===== src/rtl/mips_cpu_pkg.sv =====
// Shared types and default addresses for the MIPS core's program-counter sequencing.
package mips_cpu_pkg;

  typedef enum logic [1:0] {
    PC_RUN,
    PC_DELAY,
    PC_HALTED
  } pc_state_t;

  localparam logic [31:0] RESET_VECTOR_DEFAULT = 32'hBFC0_0000;
  localparam logic [31:0] HALT_ADDR_DEFAULT    = 32'h0000_0000;

endpackage


===== src/rtl/pc_sequencer_if.sv =====
// Control-transfer bus between the core pipeline (master) and the PC sequencer (slave).
interface pc_sequencer_if;
  logic        advance;
  logic        redirect_valid;
  logic [31:0] redirect_target;
  logic [31:0] pc;
  logic [31:0] pc_plus4;
  logic [3:0]  pc_4msb;
  logic [31:0] link_addr;
  logic        in_delay_slot;
  logic        active;
  logic        halted;
  logic        slot_violation;

  modport master (
    output advance, redirect_valid, redirect_target,
    input  pc, pc_plus4, pc_4msb, link_addr, in_delay_slot, active, halted, slot_violation
  );

  modport slave (
    input  advance, redirect_valid, redirect_target,
    output pc, pc_plus4, pc_4msb, link_addr, in_delay_slot, active, halted, slot_violation
  );
endinterface


===== src/rtl/pc_sequencer.sv =====
// Program counter with MIPS branch-delay-slot sequencing and halt-on-jump-to-HALT_ADDR.
module pc_sequencer
  import mips_cpu_pkg::*;
#(
  parameter logic [31:0] RESET_VECTOR = RESET_VECTOR_DEFAULT,
  parameter logic [31:0] HALT_ADDR    = HALT_ADDR_DEFAULT
) (
  input logic           clk,
  input logic           reset,
  pc_sequencer_if.slave bus
);

  pc_state_t   r_state, w_state_d;
  logic [31:0] r_pc, w_pc_d;
  logic [31:0] r_pending_target, w_pending_target_d;
  logic        r_slot_violation, w_slot_violation_d;
  logic [31:0] w_pc_plus4;

  assign w_pc_plus4 = r_pc + 32'd4;

  always_ff @(posedge clk or posedge reset) begin
    if (reset) begin
      r_state          <= PC_RUN;
      r_pc             <= RESET_VECTOR;
      r_pending_target <= 32'd0;
      r_slot_violation <= 1'b0;
    end else begin
      r_state          <= w_state_d;
      r_pc             <= w_pc_d;
      r_pending_target <= w_pending_target_d;
      r_slot_violation <= w_slot_violation_d;
    end
  end

  always_comb begin
    w_state_d          = r_state;
    w_pc_d             = r_pc;
    w_pending_target_d = r_pending_target;
    w_slot_violation_d = r_slot_violation;

    case (r_state)
      PC_RUN: begin
        if (bus.advance) begin
          w_pc_d = w_pc_plus4;
          if (bus.redirect_valid) begin
            w_pending_target_d = bus.redirect_target;
            w_state_d          = PC_DELAY;
          end
        end
      end
      PC_DELAY: begin
        if (bus.advance) begin
          w_pc_d = r_pending_target;
          // A transfer in the delay slot is dropped; only the violation is recorded.
          if (bus.redirect_valid) w_slot_violation_d = 1'b1;
          w_state_d = (r_pending_target == HALT_ADDR) ? PC_HALTED : PC_RUN;
        end
      end
      PC_HALTED: begin
        w_pc_d = HALT_ADDR;
      end
      default: begin
        w_state_d = PC_RUN;
      end
    endcase
  end

  assign bus.pc             = r_pc;
  assign bus.pc_plus4       = w_pc_plus4;
  assign bus.pc_4msb        = w_pc_plus4[31:28];
  assign bus.link_addr      = r_pc + 32'd8;
  assign bus.in_delay_slot  = (r_state == PC_DELAY);
  assign bus.active         = (r_state != PC_HALTED);
  assign bus.halted         = (r_state == PC_HALTED);
  assign bus.slot_violation = r_slot_violation;

endmodule


===== src/flat_wrapper.sv =====
// flat-port wrapper written by rule: the top's interface ports become plain ports
module pc_sequencer_flat import mips_cpu_pkg::*;
#(
  parameter logic [31:0] RESET_VECTOR = RESET_VECTOR_DEFAULT,
  parameter logic [31:0] HALT_ADDR    = HALT_ADDR_DEFAULT
)
  (clk, reset, bus_advance, bus_redirect_valid, bus_redirect_target, bus_pc, bus_pc_plus4, bus_pc_4msb, bus_link_addr, bus_in_delay_slot, bus_active, bus_halted, bus_slot_violation);
  pc_sequencer_if bus_i ();
  input logic clk;
  input logic reset;
  input wire logic [$bits(bus_i.advance)-1:0] bus_advance;
  input wire logic [$bits(bus_i.redirect_valid)-1:0] bus_redirect_valid;
  input wire logic [$bits(bus_i.redirect_target)-1:0] bus_redirect_target;
  output wire logic [$bits(bus_i.pc)-1:0] bus_pc;
  output wire logic [$bits(bus_i.pc_plus4)-1:0] bus_pc_plus4;
  output wire logic [$bits(bus_i.pc_4msb)-1:0] bus_pc_4msb;
  output wire logic [$bits(bus_i.link_addr)-1:0] bus_link_addr;
  output wire logic [$bits(bus_i.in_delay_slot)-1:0] bus_in_delay_slot;
  output wire logic [$bits(bus_i.active)-1:0] bus_active;
  output wire logic [$bits(bus_i.halted)-1:0] bus_halted;
  output wire logic [$bits(bus_i.slot_violation)-1:0] bus_slot_violation;
  assign bus_i.advance = bus_advance;
  assign bus_i.redirect_valid = bus_redirect_valid;
  assign bus_i.redirect_target = bus_redirect_target;
  assign bus_pc = bus_i.pc;
  assign bus_pc_plus4 = bus_i.pc_plus4;
  assign bus_pc_4msb = bus_i.pc_4msb;
  assign bus_link_addr = bus_i.link_addr;
  assign bus_in_delay_slot = bus_i.in_delay_slot;
  assign bus_active = bus_i.active;
  assign bus_halted = bus_i.halted;
  assign bus_slot_violation = bus_i.slot_violation;
  pc_sequencer #(.RESET_VECTOR(RESET_VECTOR), .HALT_ADDR(HALT_ADDR)) u_core (.clk(clk), .reset(reset), .bus(bus_i));
endmodule

===== config.mk =====
export PLATFORM = sky130hd
export DESIGN_NAME = pc_sequencer_flat
export DESIGN_NICKNAME = d
export VERILOG_FILES = /design/src/rtl/mips_cpu_pkg.sv /design/src/rtl/pc_sequencer_if.sv /design/src/rtl/pc_sequencer.sv /design/src/flat_wrapper.sv
export SDC_FILE = /design/constraint.sdc
export NUM_CORES = 1
export LEC_CHECK = 0
export ABC_AREA = 1
export BUFFER_PORTS_ARGS = -buffer_cell sky130_fd_sc_hd__buf_4
export CAP_MARGIN = 5
export CORE_MARGIN = 1.5
export CORE_UTILIZATION = 47
export DETAILED_ROUTE_END_ITERATION = 10
export GPL_ROUTABILITY_DRIVEN = 0
export PLACE_DENSITY_LB_ADDON = 0.15
export SLEW_MARGIN = 15
export SYNTH_ARGS = -nofsm -noshare
export SYNTH_HDL_FRONTEND = slang
export SYNTH_SLANG_ARGS = --single-unit

===== constraint.sdc =====
create_clock -name clk -period 1.9 [get_ports clk]
set_input_delay 0.38 -clock clk [delete_from_list [all_inputs] [get_ports clk]]
set_output_delay 0.38 -clock clk [all_outputs]
set_load 0.005 [all_outputs]

======== Yosys cells after proc, flatten, opt, wreduce, memory -nomap -nowiden ========
Cells that the tools add are included.
Widths: inputs -> output; s select.
word-level totals
  register bits after elaboration ......... 67
  output and inout bits ................... 104
  logic and storage cells ................. 28
operators by class
  $add $sub $neg .......................... 2
  equal/unequal tests ..................... 6
  mux-type cells .......................... 8
  bitwise gates (word level) .............. 1
  reductions and logical operators ........ 7
operators with widths
  kind                   number
  $pmux 32 s3            1
  $mux 32                2
  $add 32x3->32 const B  1
  $add 32x4->32 const B  1
  $logic_not 32->1       1
  $reduce_and 3->1       3
  $mux 2                 4
  $ne 2x2->1 const B     4
  $pmux 2 s3             1
  $reduce_and 4->1       1
  $reduce_bool 3->1      1
  $eq 2x1->1 const B     1
  $eq 2x2->1 const B     1
  $logic_not 2->1        1
  $not 1->1              1

======== Longest topological paths before layout ========
  depth after elaboration ................. 4
  gate-level depth with buffers ........... 10

======== Least setup slack after synthesis ========
No wires, ideal clock.
  kind .................................... reg-to-output
  start point ............................. register u_core.r_pc[2] (netlist: u_core.bus.pc[2])
  end point ............................... output port bus_pc_plus4[30]
  data arrival time ....................... 1.531 ns
  data required time ...................... 1.520 ns
  slack ................................... -0.011 ns
  cell stages (with the launch flop) ...... 10
  cells stage by stage .................... dfrtp_1 > ha_1 > nand2_1 > nor2_2 > nand2_4 > nor2_8 > nand2_1 > nand2_1 > nand2_1 > buf_4
between the ends
  cells in the longest elaborated chain, start to end .. 1
ends and longest elaborated chain
  item                      line                source
  start: declaration        pc_sequencer.sv:14  logic [31:0] r_pc, w_pc_d;
  start signal: assignment  pc_sequencer.sv:29  r_pc <= w_pc_d;
  $add 32x3->32             pc_sequencer.sv:19  assign w_pc_plus4 = r_pc + 32'd4;
  end: declaration          flat_wrapper.sv:15  output wire logic [$bits(bus_i.pc_plus4)-1:0] bus_pc_plus4;
Every way passes these cells.

======== Worst setup path after layout ========
  start point ............................. register u_core.r_pc[3] (netlist: u_core.bus.pc[3])
  end point ............................... output port bus_link_addr[27]
between the ends
  cells in the longest elaborated chain, start to end .. 1
ends and longest elaborated chain
  item              line                source
  $add 32x4->32     pc_sequencer.sv:71  assign bus.link_addr = r_pc + 32'd8;
  end: declaration  flat_wrapper.sv:17  output wire logic [$bits(bus_i.link_addr)-1:0] bus_link_addr;
Every way passes these cells.

==> results.ini <==
[cts]
cts-root-to-sink-buffers = 2
cts_buffers = 9
path_clk_slew_ns = 0.09
cts_tree = built
clkLatencyLatePin_ns = 0.36
h-tree-depth = 3
cts_hold_buf = 0
cts_sinks = 67
cts_root_buf = clkbuf_8

[pwr]
p_per_area_nw_per_um2 = 1631
power_w = 0.01183
vdd_ir_drop_max_mv = 0.9839
p_leak_nw = 3.649

[global_routing]
grt_util_all_layers_pct = 31.48
grt_pass1_vias = 4595
antenna_found_initial = 0
grt_pass1_wl_um = 23660
grt_max_degree = 68
grt_overflow_total = 0

[worst_setup_path]
worstPathRequired_ns = 1.52
crit_start = u_core.bus.pc[3]$_DFFE_PP0P_
reg2reg_slack_ns = -0.12
crit_fanout = 4
critPathLaunchType = flip-flop
path_class = reg -> out
arrival_ns = 2.06
r2r_start = u_core.bus.pc[8]$_DFFE_PP0P_
r2r_cells = 11
end_kind = output pin
r2r_end = u_core.bus.pc[26]$_DFFE_PP1P_

[final_layout]
multi_input_area_um2 = 2980
fillers = 468
drive_above_1_share_pct = 55.33
final_util_pct = 82.37
regArea_um2 = 1698
syn_to_final_growth_pct = 68.18
n_antenna_cell = 0
fin_nets = 824

[sta]
clock_skew_ns = 0.01319
finalHoldViolCount = 0
slew_headroom_pct = 69.87
setup_viol = 60
worst_pin_slew_ns = 0.4493
drv_slew = 0
fin_crit_ns = 2.443
period_share_pct = 128.6
fin_ws_ns = -0.5429
rsz0062_at_grt = yes
fin_tns_setup_ns = -20.02
achievable-frequency_ghz = 0.4093

[logic_synthesis]
yosys-top-cells-count = nand2_1 (123), nor2_1 (80), a21oi_1 (70)
synth_area_leaders = dfrtp_1 (34%), nand2_1 (11%), a21oi_1 (8.1%)
seq_area_frac_synth_pct = 39.14
synth_most_common_cell = nand2_1
synth_edf_count = 0
syn_nets = 602
synth_area_um2 = 4313
syn_inst = 561
synth_top_area_share_pct = 33.65
ys.flop_type = dfrtp_1
synth_warnings = 0
async_reset_ff_share_pct = 100.0
synth_cell_types = 36
yosys.area.top_type = dfrtp_1
syn_avg_cell_area_um2 = 7.688
ys_seq_elements = 67

[floorplanning]
start_util_pct = 48.98
std_cell_rows = 34
fp.coreArea_um2 = 8806
die_h_um = 98.80
die_area_um2 = 9760
die_w_um = 98.80
pin_count = 140

[placement]
hpwl_um = 10070
portBuffers = 139

[route]
wl_per_cell_um = 21.13
antenna_left = 0
viasPerCell = 5.859
vias = 5250
totalWireLength_um = 18940
drt_pass1_iterations = 9
first_iter_violations = 721
drc = 11

[flow_run]
maxCapViolCount = 0

[run_status]
violations = design-rule violations, negative setup slack
outcome = complete, but fails checks

[worst_hold_path]
hp-class = in -> async

-- repair_timing --
item | 4_1_cts | 5_1_grt
setup endpoints to repair | 56 | 59
setup buffers | 32 | 27
pin swaps | 57 | 51
resized for setup | 115 | 109
-- layout by cell type, fill, tap and decap left out, types with 7 or more instances in the layout --
cell type,n
a21oi_1,69
buf_4,192
inv_1,47
dfrtp_2,8
nand3_1,14
dfrtp_1,50
mux2_2,13
nand2_4,17
nand2_2,42
o21ai_0,7
nor2_1,54
dfstp_2,9
inv_2,7
xor2_1,13
buf_6,38
xor2_2,15
nor2_4,33
clkbuf_8,9
nand2_1,70
-- worst max-delay path by stage --
stage | end | cells past startpoint
4_1_cts | bus_pc_plus4[16] | 9
3_5_place_dp | bus_link_addr[29] | 9
2_1_floorplan | bus_pc_plus4[30] | 9
6_report | bus_link_addr[27] | 7
5_1_grt | bus_link_addr[27] | 7
3_3_place_gp | bus_link_addr[17] | 8
-- per-layer routing --
layer	part of all wire [%]	up-vias	GRT usage, %	wire (um)
li1	-	2202	-	-
met1	36	2473	41.35	6826
met2	47	449	51.14	8835
met3	10	126	5.957	1962
met4	6.9	0	13.52	1312
met5	0	-	0	0
-- critical path: stages (launching register included) --
cell	delay (ns)
dfrtp_2	0.44
ha_4	0.20
inv_4	0.05
nor2_4	0.17
nand2_4	0.13
nor3_2	0.34
xor2_1	0.22
buf_4	0.14
-- registers in the layout, indices dropped and copies added, names as in the netlist --
register	count
u_core.bus.slot_violation	1
u_core.r_pending_target	32
u_core.r_state	2
u_core.bus.pc	32
-- cell type report --
| type | instances | area share, % |
|---|---|---|
| clock inverter | 6 | 1.242 |
| multi-input combinational | 410 | 41.09 |
| clock buffer | 10 | 1.760 |
| timing repair buffer | 236 | 27.43 |
| sequential | 67 | 23.41 |
| tap | 108 | 1.863 |
| inverter | 59 | 3.209 |
-- metrics by stage --
stage / hold slack, ns / worst slack (ns) / instances / area, um^2
floorplan: 0.4663 / 0.05518 / 561 / 4318
CTS: 0.1379 / -0.3711 / 875 / 6696
global placement: 0.4546 / -0.02211 / 827 / 5763
global route: 0.1547 / -0.5578 / 896 / 7253
finish: 0.09912 / -0.5429 / 896 / 7253
detailed placement: 0.4645 / -0.05656 / 827 / 5763
-- cells by family after synthesis --
family / share of synthesized area [%]
multiplexers: 3.394
XOR/XNOR: 8.964
AND/OR/NAND/NOR: 27.85
buffers and inverters: 8.181
AO/OA/AOI/OAI: 11.02
adder cells (fa/ha/maj): 1.451
flip-flops: 39.14
-- power by group --
part	internal [W]	switching [W]	leakage, nW	total, W
registers	0.00218	0.000802	0.752	0.00298
logic	0.00370	0.00379	2.79	0.00750
clock network	0.000742	0.000612	0.106	0.00135
total	0.00662	0.00521	3.65	0.0118
No activity file was read; power rests on OpenSTA's default activity.
